File: src/rtl/ots_pkg.sv
// Shared types and sizing helpers for the one-time setup sequencer.
package ots_pkg;

  typedef enum logic [2:0] {
    WAIT_PWR,
    LOAD,
    SHIFT,
    CS_HOLD,
    GAP,
    DONE
  } state_t;

  // Bits needed for a counter that runs 0..n-1 (at least one bit).
  function automatic int unsigned cnt_w(input int unsigned n);
    return (n <= 32'd1) ? 32'd1 : 32'($clog2(n));
  endfunction

endpackage

File: src/rtl/ots_spi_shifter.sv
// SCLK divider and MSB-first shift register for one configuration word.
// With OTS_READBACK_EN defined, SDI is captured on every SCLK rising edge.
module ots_spi_shifter
  import ots_pkg::*;
#(
  parameter int unsigned DATA_W  = 16,
  parameter int unsigned CLK_DIV = 4
) (
  input  logic              clk,
  input  logic              rst,
  input  logic              load,
  input  logic [DATA_W-1:0] word,
`ifdef OTS_READBACK_EN
  input  logic              sdi,
  output logic [DATA_W-1:0] rx_word,
  output logic              rx_err_c,
`endif
  output logic              sclk,
  output logic              sdo,
  output logic              fin_c
);

  localparam int unsigned DIV_W = cnt_w(CLK_DIV);
  localparam int unsigned BIT_W = cnt_w(DATA_W);

  logic [DATA_W-1:0] sr;
  logic [DIV_W-1:0]  div_cnt;
  logic [BIT_W-1:0]  bit_cnt;
  logic              active;
  logic              edge_c;

  assign edge_c = active && (div_cnt == DIV_W'(CLK_DIV - 1));
  // The last falling edge ends the word; the FSM leaves SHIFT on this cycle.
  assign fin_c  = edge_c && sclk && (bit_cnt == BIT_W'(DATA_W - 1));
  assign sdo    = sr[DATA_W-1];

  always_ff @(posedge clk) begin
    if (rst) begin
      sr      <= '0;
      div_cnt <= '0;
      bit_cnt <= '0;
      active  <= 1'b0;
      sclk    <= 1'b0;
    end else if (load) begin
      sr      <= word;
      div_cnt <= '0;
      bit_cnt <= '0;
      active  <= 1'b1;
      sclk    <= 1'b0;
    end else if (active) begin
      if (edge_c) begin
        div_cnt <= '0;
        sclk    <= ~sclk;
        // Shift on the falling edge so SDO is stable around the rising edge.
        if (sclk) begin
          sr      <= {sr[DATA_W-2:0], 1'b0};
          bit_cnt <= bit_cnt + BIT_W'(1);
          if (fin_c) active <= 1'b0;
        end
      end else begin
        div_cnt <= div_cnt + DIV_W'(1);
      end
    end
  end

`ifdef OTS_READBACK_EN
  logic [DATA_W-1:0] rx;
  logic [DATA_W-1:0] tx_q;

  assign rx_word  = rx;
  assign rx_err_c = (rx != tx_q);

  always_ff @(posedge clk) begin
    if (rst) begin
      rx   <= '0;
      tx_q <= '0;
    end else if (load) begin
      rx   <= '0;
      tx_q <= word;
    end else if (edge_c && !sclk) begin
      rx <= {rx[DATA_W-2:0], sdi};
    end
  end
`endif

endmodule

File: src/rtl/one_time_setup_seq.sv
// Power-up configuration sequencer: after a settle delay, writes one word to each
// enabled serial slave in turn. Optional readback path enabled by OTS_READBACK_EN.
module one_time_setup_seq
  import ots_pkg::*;
#(
  parameter int unsigned NUM_CS    = 7,
  parameter int unsigned DATA_W    = 16,
  parameter int unsigned CLK_DIV   = 4,
  parameter int unsigned GAP_CYC   = 8,
  parameter int unsigned START_DLY = 64
) (
  input  logic                     CLK,
  input  logic                     RST,
  input  logic                     start,
  input  logic [NUM_CS-1:0]        ch_en,
  input  logic [NUM_CS*DATA_W-1:0] cfg_data,
`ifdef OTS_READBACK_EN
  input  logic                     SDI,
  output logic [NUM_CS*DATA_W-1:0] rb_data,
  output logic [NUM_CS-1:0]        rb_err,
`endif
  output logic [NUM_CS:1]          CS,
  output logic                     SCLK,
  output logic                     SDO,
  output logic                     busy,
  output logic                     done
);

  localparam int unsigned IDX_W   = cnt_w(NUM_CS);
  localparam int unsigned MAX_AB  = (START_DLY > GAP_CYC) ? START_DLY : GAP_CYC;
  localparam int unsigned CNT_MAX = (MAX_AB > CLK_DIV) ? MAX_AB : CLK_DIV;
  localparam int unsigned CNT_W   = cnt_w(CNT_MAX);

  state_t           state, state_n;
  logic [IDX_W-1:0] idx, idx_n;
  logic [CNT_W-1:0] cnt, cnt_n;
  logic [NUM_CS:1]  cs_n;
  logic             load_c;
  logic             fin_c;
  logic             last_c;

  assign last_c = (idx == IDX_W'(NUM_CS - 1));

`ifdef OTS_READBACK_EN
  logic [DATA_W-1:0] rx_word;
  logic              rx_err_c;
`endif

  ots_spi_shifter #(
    .DATA_W  (DATA_W),
    .CLK_DIV (CLK_DIV)
  ) u_shifter (
    .clk      (CLK),
    .rst      (RST),
    .load     (load_c),
    .word     (cfg_data[idx*DATA_W +: DATA_W]),
`ifdef OTS_READBACK_EN
    .sdi      (SDI),
    .rx_word  (rx_word),
    .rx_err_c (rx_err_c),
`endif
    .sclk     (SCLK),
    .sdo      (SDO),
    .fin_c    (fin_c)
  );

  // State, index, counter and registered outputs.
  always_ff @(posedge CLK) begin
    if (RST) begin
      state <= WAIT_PWR;
      idx   <= '0;
      cnt   <= '0;
      CS    <= '1;
      busy  <= 1'b1;
      done  <= 1'b0;
    end else begin
      state <= state_n;
      idx   <= idx_n;
      cnt   <= cnt_n;
      CS    <= cs_n;
      busy  <= (state_n != DONE);
      done  <= (state_n == DONE);
    end
  end

  // Next-state logic; one shared counter serves the settle, hold and gap phases.
  always_comb begin
    state_n = state;
    idx_n   = idx;
    cnt_n   = cnt + CNT_W'(1);
    cs_n    = CS;
    load_c  = 1'b0;
    case (state)
      WAIT_PWR: begin
        if (cnt == CNT_W'(START_DLY - 1)) begin
          cnt_n   = '0;
          state_n = LOAD;
        end
      end
      LOAD: begin
        cnt_n = '0;
        if (ch_en[idx]) begin
          load_c  = 1'b1;
          cs_n    = ~(NUM_CS'(1) << idx);
          state_n = SHIFT;
        end else if (last_c) begin
          state_n = DONE;
        end else begin
          idx_n = idx + IDX_W'(1);
        end
      end
      SHIFT: begin
        cnt_n = '0;
        if (fin_c) state_n = CS_HOLD;
      end
      CS_HOLD: begin
        if (cnt == CNT_W'(CLK_DIV - 1)) begin
          cnt_n   = '0;
          cs_n    = '1;
          state_n = GAP;
        end
      end
      GAP: begin
        if (cnt == CNT_W'(GAP_CYC - 1)) begin
          cnt_n = '0;
          if (last_c) begin
            state_n = DONE;
          end else begin
            idx_n   = idx + IDX_W'(1);
            state_n = LOAD;
          end
        end
      end
      DONE: begin
        cnt_n = '0;
        if (start) begin
          idx_n   = '0;
          state_n = LOAD;
        end
      end
      default: begin
        cnt_n   = '0;
        idx_n   = '0;
        cs_n    = '1;
        state_n = WAIT_PWR;
      end
    endcase
  end

`ifdef OTS_READBACK_EN
  // Captured word is filed when the slave's last bit has been clocked.
  always_ff @(posedge CLK) begin
    if (RST) begin
      rb_data <= '0;
      rb_err  <= '0;
    end else begin
      if (state == DONE && start) rb_err <= '0;
      if (state == SHIFT && fin_c) begin
        rb_data[idx*DATA_W +: DATA_W] <= rx_word;
        rb_err[idx]                   <= rx_err_c;
      end
    end
  end
`endif

endmodule

File: config.mk
export PLATFORM = sky130hd
export DESIGN_NAME = one_time_setup_seq
export DESIGN_NICKNAME = d
export VERILOG_FILES = /design/src/rtl/ots_pkg.sv /design/src/rtl/ots_spi_shifter.sv /design/src/rtl/one_time_setup_seq.sv
export SDC_FILE = /design/constraint.sdc
export NUM_CORES = 1
export LEC_CHECK = 0
export ABC_AREA = 1
export BUFFER_PORTS_ARGS = -buffer_cell sky130_fd_sc_hd__buf_4
export CORE_UTILIZATION = 54
export DETAILED_ROUTE_END_ITERATION = 10
export GPL_ROUTABILITY_DRIVEN = 0
export GPL_TIMING_DRIVEN = 0
export HOLD_SLACK_MARGIN = 0.15
export PLACE_DENSITY = 0.92
export SYNTH_ARGS = -nofsm -noshare
export SYNTH_HDL_FRONTEND = slang
export SYNTH_SLANG_ARGS = --single-unit
File: constraint.sdc
create_clock -name CLK -period 3 [get_ports CLK]
set_input_delay 0.15 -clock CLK [delete_from_list [all_inputs] [get_ports CLK]]
set_output_delay 0.15 -clock CLK [all_outputs]
set_load 0.05 [all_outputs]
# After elaboration in Yosys (flattened, before gate mapping)
# Index checks and enable logic that the tools add are counted.
[word_totals] ff_bits=45 input_bits=122 output_inout_bits=11 elab_cells=90
[op_classes] magnitude_cmp=1 n_shift=2 n_addsub=4 n_eq_ne=18 muxes=35 bitwise=4 n_reduce_logical=15
[ops] cell="112-bit by 8-bit indexed part select with 16-bit output" n=1
[ops] cell="16-bit two-way mux" n=4
[ops] cell="3-bit two-way mux" n=12
[ops] cell="7-bit case mux with 3 select lines" n=1
[ops] cell="6-bit two-way mux" n=3
[ops] cell="3-bit case mux with 6 select lines" n=1
[ops] cell="6-bit case mux with 3 select lines" n=1
[ops] cell="7-bit two-way mux" n=2
[ops] cell="3-bit == test, second input constant" n=4
[ops] cell="3-bit case mux with 4 select lines" n=1
[ops] cell="2-bit inequality test, second input constant" n=5
[ops] cell="3-bit AND reduction" n=3
[ops] cell="1-bit two-way mux" n=8
[ops] cell="7-bit NOT" n=1
[ops] cell="1-bit by 3-bit left shift with 7-bit output, first input constant" n=1
[ops] cell="6-bit by 1-bit adder with 6-bit output, second input constant" n=1
[ops] cell="3-bit by 2-bit == test with 1-bit output, second input constant" n=2
[ops] cell="6-bit by 2-bit == test with 1-bit output, second input constant" n=1
[ops] cell="6-bit by 3-bit == test with 1-bit output, second input constant" n=1
[ops] cell="6-bit == test, second input constant" n=1
[ops] cell="2-bit nonzero test" n=3
[ops] cell="4-bit by 1-bit adder with 4-bit output, second input constant" n=1
[ops] cell="4-bit == test, second input constant" n=1
[ops] cell="3-bit by 4-bit < comparator with 1-bit output, second input constant" n=1
[ops] cell="15 further kinds" n=19

# Logic depth before layout (Yosys ltp)
# Gate-level depths: netlist (run 1).
[depth] word_depth=9 ltp_mapped=14 depth_no_buf=11

# Cells and area by module
# A second synthesis (run 1) with hierarchy kept.
[unflattened] hier_cells=568 hier_area_um2=3394.5
[by_module_without_submodules] module="one_time_setup_seq" area_each_um2=2227.1 cells_per_inst=404 seq_area_each_um2=420.4 instances=1
[by_module_without_submodules] module="ots_spi_shifter" area_each_um2=1167.4 cells_per_inst=164 seq_area_each_um2=480.5 instances=1

# Worst setup path before layout (run 1)
# OpenSTA, ideal clock, no wires.
[synth_path] path_type="reg2reg" from="reg idx[0]" to="reg idx[1]" t_required_ns=2.886 arrival_time_ns=1.687 stages_incl_launch_ff=14 n_path_buf=3 setup_ns=0.114 slack_ns=1.199 period_less_slack_ns=1.801 cell_sequence="dfxtp_1 buf_6 inv_4 buf_4 buf_4 ha_1 nand2_1 inv_1 nand2_1 nand2_1 nor2_2 nand2_1 a21oi_1 nor2_1"
[synth_via] elab_chain_len=4 word_cells_on_any_way=10 classes_between="1 x add/sub; 2 x eq/ne; 6 x mux; 1 x reduce/logical"
[synth_lines] item="start, declared" line="one_time_setup_seq.sv:35" rtl="logic [IDX_W-1:0] idx, idx_n;"
[synth_lines] item="start signal, assigned" line="one_time_setup_seq.sv:78" rtl="idx <= idx_n;"
[synth_lines] item="3-bit by 1-bit adder with 3-bit output, or another cell as far along" line="one_time_setup_seq.sv:109, one_time_setup_seq.sv:129"
[synth_lines] item="3-bit two-way mux or 1-bit two-way mux (tied branches)" line="one_time_setup_seq.sv:106, one_time_setup_seq.sv:126, one_time_setup_seq.sv:102"
[synth_lines] item="3-bit two-way mux, or another cell as far along" line="one_time_setup_seq.sv:124" rtl="if (cnt == CNT_W'(GAP_CYC - 1)) begin"
[synth_lines] item="3-bit case mux with 4 select lines or 4-bit AND reduction (tied branches)"
# Several ways; a longest one is shown, not always the timed one. The select of a mux whose other input is x is not followed.
# A chain may end at the register's enable or synchronous reset.

# Worst setup path after layout (run 1)
[layout_path] from="reg idx[0]" to="reg idx[0]"
# Same word-level chain as after synthesis.

==> results of run 1 <==
state kept, by name, indices dropped and copies added, names as in the netlist:
| signal | count |
|---|---|
| state | 3 |
| u_shifter.sclk | 1 |
| u_shifter.div_cnt | 2 |
| u_shifter.active | 1 |
| busy | 1 |
| CS | 7 |
| u_shifter.bit_cnt | 4 |
| u_shifter.sr | 16 |
| idx | 3 |
| cnt | 6 |
| done | 1 |
kinds of logic after synthesis:
group           count (synthesis)  share of synthesized area
fa+ha+maj                       8                    0.02792
flops                          45                     0.2513
xor+xnor                        4                   0.009775
buf+inv                        98                     0.1229
mux                             1                   0.002792
simple gates                  431                     0.5337
compound gates                 35                    0.05166
cell usage in the layout (no fill, tap or decap), types with 2 or more instances in the layout:
cell type,Yosys,layout
sky130_fd_sc_hd__ha_1,8,8
sky130_fd_sc_hd__nor2_2,3,3
sky130_fd_sc_hd__nand4_1,2,2
sky130_fd_sc_hd__nand2_2,4,4
sky130_fd_sc_hd__buf_2,17,17
sky130_fd_sc_hd__nor2_1,23,23
sky130_fd_sc_hd__nand3_2,14,14
sky130_fd_sc_hd__a21oi_2,2,2
sky130_fd_sc_hd__clkbuf_1,8,8
sky130_fd_sc_hd__o21ai_0,3,3
sky130_fd_sc_hd__a21oi_1,28,28
sky130_fd_sc_hd__xor2_1,3,3
sky130_fd_sc_hd__buf_4,5,137
sky130_fd_sc_hd__and3_1,2,2
sky130_fd_sc_hd__nand3_1,118,118
sky130_fd_sc_hd__dfxtp_1,45,45
sky130_fd_sc_hd__clkbuf_8,0,7
sky130_fd_sc_hd__nand2_1,253,253
sky130_fd_sc_hd__inv_2,6,6
sky130_fd_sc_hd__inv_1,55,55
sky130_fd_sc_hd__nand3b_1,3,3
sky130_fd_sc_hd__buf_6,4,4
sky130_fd_sc_hd__nor3_1,5,5
sky130_fd_sc_hd__or2_2,2,2
final cells by class:
class	instances	area, sq um
clock buffer	7	96.34
tap	77	96.34
clock inverter	1	5.005
multi-input combinational	479	2243
fill	525	1603
timing repair buffer	133	1001
inverter	63	239.0
buffer	35	201.4
sequential	45	900.9
synth_stat cells:
library cell	number
sky130_fd_sc_hd__buf_1	1
sky130_fd_sc_hd__buf_4	5
sky130_fd_sc_hd__or2_1	1
sky130_fd_sc_hd__and3_1	2
sky130_fd_sc_hd__mux2i_1	1
sky130_fd_sc_hd__nor2_2	3
sky130_fd_sc_hd__nand4_1	2
sky130_fd_sc_hd__xor2_1	3
sky130_fd_sc_hd__nor2_1	23
sky130_fd_sc_hd__buf_6	4
sky130_fd_sc_hd__o21ai_0	3
sky130_fd_sc_hd__nor2_4	1
sky130_fd_sc_hd__nand2_2	4
sky130_fd_sc_hd__nand3_2	14
sky130_fd_sc_hd__o21ai_1	1
sky130_fd_sc_hd__nand3b_1	3
sky130_fd_sc_hd__nor3_1	5
sky130_fd_sc_hd__inv_2	6
sky130_fd_sc_hd__o211ai_1	1
sky130_fd_sc_hd__xnor2_1	1
sky130_fd_sc_hd__dfxtp_1	45
sky130_fd_sc_hd__nand2_1	253
sky130_fd_sc_hd__or2_2	2
sky130_fd_sc_hd__a21oi_2	2
sky130_fd_sc_hd__clkbuf_1	8
sky130_fd_sc_hd__inv_1	55
sky130_fd_sc_hd__a21oi_1	28
sky130_fd_sc_hd__inv_4	1
sky130_fd_sc_hd__nand3_1	118
sky130_fd_sc_hd__ha_1	8
sky130_fd_sc_hd__buf_2	17
sky130_fd_sc_hd__clkinv_1	1
power groups by stage:
stage,Sequential [mW],Clock (mW),Combinational [mW]
after detailed placement,0.617,0,0.209
after global routing,0.604,0.440,0.233
after global placement,0.617,0,0.206
after CTS,0.603,0.411,0.211
after floorplan,0.617,0,0.0684
final,0.603,0.413,0.214
final timing paths:
check / start / to / cells past startpoint / slack (ns)
min reg2reg: cnt[0] / cnt[0] / 1 / 0.45
min: cfg_data[96] / u_shifter.sr[0] / 5 / 0.35
max: idx[0] / idx[0] / 13 / 0.79
max reg2reg: idx[0] / idx[0] / 13 / 0.79
metal layers:
metal | vias to the layer above | track usage | share of wire
met1 | 2037 | 0.4239 | 0.40
li1 | 2245 | - | -
met4 | 0 | 0.1341 | 0.037
met2 | 283 | 0.5797 | 0.47
met3 | 50 | 0.05836 | 0.090
met5 | - | 0 | 0
stage by stage:
stage	hold WS [ns]	std cells	utilization	setup WS (ns)	total power, mW
floorplan	0.2191	622	-	1.199	0.6853
global placement	0.3684	831	0.7316	1.012	0.8231
detailed placement	0.3741	831	0.7316	0.9337	0.8260
CTS	0.3416	840	0.7490	0.8492	1.225
global route	0.3759	840	0.7490	0.6898	1.277
finish	0.3524	840	0.7490	0.7926	1.230
critical path: stages, from the launching register on:
cell and delay [ns]:
sky130_fd_sc_hd__dfxtp_1 0.41, sky130_fd_sc_hd__buf_6 0.17, sky130_fd_sc_hd__inv_4 0.06, sky130_fd_sc_hd__buf_4 0.17, sky130_fd_sc_hd__buf_4 0.19, sky130_fd_sc_hd__ha_1 0.21, sky130_fd_sc_hd__nand2_1 0.14, sky130_fd_sc_hd__inv_1 0.09
sky130_fd_sc_hd__nand2_1 0.09, sky130_fd_sc_hd__nand2_1 0.08, sky130_fd_sc_hd__nor2_2 0.16, sky130_fd_sc_hd__nand2_1 0.14, sky130_fd_sc_hd__nand2_1 0.11, sky130_fd_sc_hd__a21oi_2 0.06
what timing repair did:
action / 4_1_cts / 5_1_grt
hold buffers: 1 / 0
setup buffers: 0 / 0
endpoints found under the hold margin: 2 / 0
==> reports/summary.md, run 1 <==
The run finished with clean final reports. The fraction of post-synthesis cell area in the top cell type by area was 0.2649; the I/O pin count was 133. The clock tree buffer depth was 2; the area added between synthesis and finish was 33.44%. The relative contribution of combinational cells to total power is 0.174, and the distinct cell type count after synthesis is 32. The clock reaches the later pin of the worst-skew pair after 0.30 ns. Number of endpoints with negative hold slack in the final report: 0.

Setup repair after global routing left no endpoint under its margin. Measured along the y axis, the die boundary spans 83.48 um. The accumulated negative setup slack is 0 ns.

For the deepest level of the CTS H-tree, the log shows 2. The top cell type by total area after synthesis is sky130_fd_sc_hd__nand2_1. Summed over all nets, the switching power comes to 291.1 uW.

The top fanout value on the critical path is 11, and the final antenna-violating net count is 0. The fraction of power consumed by the clock network is 0.336. Final layout net count: 892. The worst endpoint required time was 3.17 ns; the final critical path time including I/O delays and setup was 2.207 ns.

The cell area that synthesis handed to floorplanning was 0.003585 sq mm. Entering global routing, the biggest net connects 14 pins. Number of flip-flops and latches in the synthesized netlist: 45. After detailed routing, the number of vias per cell comes to 5.494. The logs give 0 for the number of resized instances in the post-cts repair step and 402 for the violation count after the first detailed-routing iteration. The initial cell density of the core came out at 0.5613.

STA classifies the critical path endpoint as a register. The number of antenna diodes in the final layout is 0. The overall track demand over capacity in global routing was 0.3387; the part of the cycle the worst path needs was 0.7358.

The critical path in this run is classified as reg2reg. Clock-pin slew was measured on the worst setup and hold paths at 0.08 ns. In the final routed layout, each cell accounts on average for 14.09 um.

The mean post-synth cell area was 5.763 sq um; the power density over the cells was 257.2 mW/mm^2. The worst supply voltage drop on vdd was 0.3644 mV; the total non-filler cell area in the finished layout was 0.004783 sq mm. STA classifies the critical path startpoint as a register. The region available for standard cell placement spans 0.006386 sq mm.

By area the synthesized netlist is led by sky130_fd_sc_hd__nand2_1 26%, sky130_fd_sc_hd__dfxtp_1 25%, sky130_fd_sc_hd__nand3_1 16%. The fraction of layout cells with a size suffix above 1 was 0.2608. For this run, the number of Yosys warnings is 0. The tools report the worst slew slack as a fraction of its limit as 0.6402.

The synthesized netlist net count was 752; the final global-route overflow total was 0. The number of I/O port buffers is 132, and the internal power is 939.3 uW. After detailed routing, the number of remaining DRC violations is 0. Library cell used as clock root buffer: sky130_fd_sc_hd__clkbuf_8. STA puts the critical path data arrival time at 2.38 ns. For the number of CTS-inserted buffers, the log shows 5. The switching portion of total power came out at 0.2366.

Static timing analysis puts the maximum clock frequency at 453.0 MHz. The placed instances occupy a cell area of 0.004672 sq mm. The worst min-delay path class was in2reg. Die width: 83.48 um. The tree built by TritonCTS fans out to 45 sinks. Detailed routing inserted a total of 4615 vias. The routed design has 11830 um of wire. Summed over all cells, the static leakage comes to 2.541 nW. The tool flagged a number of max-cap violations equal to 0.

The die covers 0.006968 sq mm. After floorplanning, the core was divided into 29 placement rows. The initial antenna violation count was 0. The first global-routing pass estimated 19450 um of wire. The logs give 0 for the final count of pins violating max slew and 0.2513 for the portion of the post-synthesis area used by sequential elements.

The first detailed-routing pass ran for 5 iterations. The clock arrives with 0.004283 ns of skew. Detailed placement finished with a half-perimeter wire length of 9091 um. The share of total power in sequential cells came out at 0.490. TritonCTS built the clock tree. The number of global-route vias before repair is 4406. At the pin with the least slew margin, the transition time is 0.5397 ns. Setup violations remaining at the end of the flow were counted as 0. Synthesis produced a netlist whose cell count is 622.
No activity file was read; power rests on OpenSTA's default activity.
==> run 2, diff against run 1 <==
CORE_UTILIZATION = 46   (was 54)
PLACE_DENSITY = 0.84   (was 0.92)
clock period = 2.03 ns   (was 3 ns; I/O delays follow)
==> run 2 against run 1 <==
Sequential share of layout area down 0.11 points. Register-to-register slack lost 0.60 ns. Clock power grew 45%. Critical path type unchanged. Largest power group unchanged.
==> reports/summary.md, run 2 (synthesis results as in run 1) <==
Leaving out fill and tap cells, the most frequent cell in the layout is sky130_fd_sc_hd__nand2_1. Fraction of power consumed by the clock network: 0.331. Across the routed clock network, the largest skew measured is 0.006554 ns. The die covers 0.008150 sq mm.

The top fanout value on the critical path was 20; the overall track demand over capacity in global routing was 0.2781. The logs give 8926 um for the detailed-placement wirelength estimate and 0 for the final count of negative-setup-slack endpoints. After clock tree synthesis, the clock-pin slew on the worst setup and hold paths is 0.08 ns. Final layout net count: 892. At the pin with the least slew margin, the transition time is 0.5573 ns. The tools report the placement-stage cell area as 0.004700 sq mm. The path class of the tightest hold or removal check is in2reg.

The part of the cycle the worst path needs came out at 0.9033. Worst supply voltage drop on vdd: 0.3861 mV. The switching portion of total power is 0.2476.

The die width was 90.28 um. The library cells used most frequently in the layout, excluding fill and tap cells, are 251 x sky130_fd_sc_hd__nand2_1, 137 x sky130_fd_sc_hd__buf_4, 118 x sky130_fd_sc_hd__nand3_1. The clock passes through at most 2 buffers.

For the number of iterations in the first detailed-routing pass, the log shows 5. Setup repair after global routing left no endpoint under its margin. During placement, the flow inserted port buffers numbering 132. The initial cell density of the core is 0.4839, and the clock insertion delay at the later pin of the skew report is 0.31 ns. The number of global-route vias before repair is 4199, and the stage delay of the slowest cell on the critical path is 0.34 ns. The run finished with clean final reports.

The category of the critical setup timing path is reg2reg. Pin placement for this block handled 133 I/O pins. The area added between synthesis and finish came out at 34.38%. For this run, design rule violations remaining after detail routing come to 0. In the final layout, the registers with the most flip-flops are u_shifter.sr x16, CS x7, cnt x6. Together, buffers and inverters on the worst path number 4. Power density over the cells: 374.2 mW/mm^2.

Data on the critical path is required at its endpoint by 2.28 ns. Number of CTS-inserted buffers: 5. For this design, the slowest cell found on the critical path is sky130_fd_sc_hd__dfxtp_2.

The tools report the initial antenna violation count as 0. After routing the design area is 0.004817 sq mm. For the relative contribution of combinational cells to total power, the log shows 0.174. Row generation in the floorplan step produced 31 rows. The routed layout has 4453 vias.

The detailed router finished its first iteration with 272 violations. The internal power came out at 1.356 mW. TritonCTS built the clock tree. More flip-flops sit in one register than any other, and that register is u_shifter.sr. In this run the number of H-tree levels came out at 2. The final count of pins violating max slew was 0.

In this run the standard cell core region covers 0.007408 sq mm. The tools report the core utilization of the finished layout as 0.6502. Fraction of layout cells with a size suffix above 1: 0.2647. The run gives 0.495 as the share of total power in sequential cells. The tools report the library cell used as clock root buffer as sky130_fd_sc_hd__clkbuf_8. Data on the critical path arrives at its endpoint at 2.08 ns. Traced cell by cell, the critical path runs through buf_6 > inv_4 > buf_4 > ha_1 > nand2_2 > inv_1 > nand2_1 > nand2_1 > nor2_4 > nand2_2 > nand2_1 > nand2_1 > nor2_1. Summed over all cells, the static leakage comes to 2.543 nW. For the total routed wirelength, the log shows 11280 um.

For this design the total switching power over the nets is 446.3 uW. By instance count, the cell type seen most on the critical path is sky130_fd_sc_hd__nand2_1. The first global-routing pass estimated 18760 um of wire.

Across the run, the number of max-cap violations was 0. The run gives 0 as the final global-route overflow total. The register with the most flip-flops in the layout has 16 of them. The cell family contributing the most delay on the critical path is simple AND/OR/NAND/NOR gates. The chip height works out to 90.28 um.

The design draws 1.803 mW. The tools report the category of the worst setup path capture point as a register. CTS saw 45 sinks.

The worst slew slack as a fraction of its limit is 0.6285, and the accumulated negative setup slack is 0 ns. Fill cells in the final layout number 706. The run gives 15 as the pin count of the biggest net entering global routing. Element type at the critical path start: a register.

The detail route stage leaves a number of antenna-violating nets equal to 0. The number of antenna diodes in the final layout is 0. Mean routed wirelength per cell: 13.09 um. For the maximum clock frequency, the log shows 545.4 MHz. The number of endpoints with negative hold slack in the final report was 0; the number of vias per cell was 5.166.

Counting I/O delays and the setup requirement, the final critical path takes 1.834 ns.
run 2: changes by cell type in the layout (fill, tap and decap cells not counted):
cell / delta
sky130_fd_sc_hd__nand2_2: +2
sky130_fd_sc_hd__nor2_4: +1
sky130_fd_sc_hd__nor2_2: -1
sky130_fd_sc_hd__dfxtp_1: -1
sky130_fd_sc_hd__clkinv_4: +1
sky130_fd_sc_hd__dfxtp_2: +1
sky130_fd_sc_hd__clkbuf_8: -1
sky130_fd_sc_hd__nand2_1: -2
run 2: worst reg2reg max path, cell delays in order, from the launching register on:
cell and delay [ns]:
sky130_fd_sc_hd__dfxtp_2 0.34, sky130_fd_sc_hd__buf_6 0.14, sky130_fd_sc_hd__inv_4 0.06, sky130_fd_sc_hd__buf_4 0.21, sky130_fd_sc_hd__ha_1 0.25, sky130_fd_sc_hd__nand2_2 0.10
sky130_fd_sc_hd__inv_1 0.05, sky130_fd_sc_hd__nand2_1 0.05, sky130_fd_sc_hd__nand2_1 0.08, sky130_fd_sc_hd__nor2_4 0.16, sky130_fd_sc_hd__nand2_2 0.10, sky130_fd_sc_hd__nand2_1 0.07
sky130_fd_sc_hd__nand2_1 0.05, sky130_fd_sc_hd__nor2_1 0.11
run 2: path summary, 6_finish.rpt:
kind / start / end / slack [ns] / depth (start not counted)
min: cfg_data[96] / u_shifter.sr[0] / 0.29 / 5
max: idx[0] / idx[1] / 0.20 / 13
max reg2reg: idx[0] / idx[1] / 0.20 / 13
min reg2reg: cnt[0] / cnt[0] / 0.46 / 1
run 2: cell type report:
| class | instances | area [sq um] | area share |
|---|---|---|---|
| flip-flops and latches | 45 | 902.1 | 0.1873 |
| well taps | 99 | 123.9 | 0.02571 |
| inverters | 63 | 239.0 | 0.04961 |
| clock buffers | 6 | 82.58 | 0.01714 |
| plain buffers | 34 | 193.9 | 0.04026 |
| repair buffers | 134 | 1008 | 0.2094 |
| multi-input cells | 479 | 2253 | 0.4678 |
| clock inverters | 2 | 13.76 | 0.002857 |
run 2: through the flow:
step,setup slack (ns),hold slack [ns],cells
final,0.1964,0.2869,862
after CTS,0.01005,0.2703,862
after global routing,0.08053,0.2985,862
after detailed placement,-0.02151,0.3329,853
after floorplan,0.2288,0.1706,622
after global placement,0.04942,0.3321,853
run 2: what timing repair did:
action                     4_1_cts  5_1_grt
buffers inserted                 0        1
hold endpoints to repair         3        0
setup endpoints to repair        3        3
pin swaps                        0        1
gates resized for setup          1        3
hold buffers                     1        0
run 2: power groups by stage:
stage	Sequential (mW)	Clock [mW]	Combinational (mW)
global placement	0.912	0	0.304
global route	0.893	0.649	0.345
finish	0.892	0.597	0.314
floorplan	0.912	0	0.101
detailed placement	0.913	0	0.309
CTS	0.892	0.609	0.312
run 2: layer usage:
metal / vias up / routed length, um / GRT usage
met3: 42 / 646 / 0.04377
met1: 1986 / 4884 / 0.3482
li1: 2249 / - / -
met5: - / 0 / 0
met2: 176 / 5369 / 0.4739
met4: 0 / 379 / 0.1156
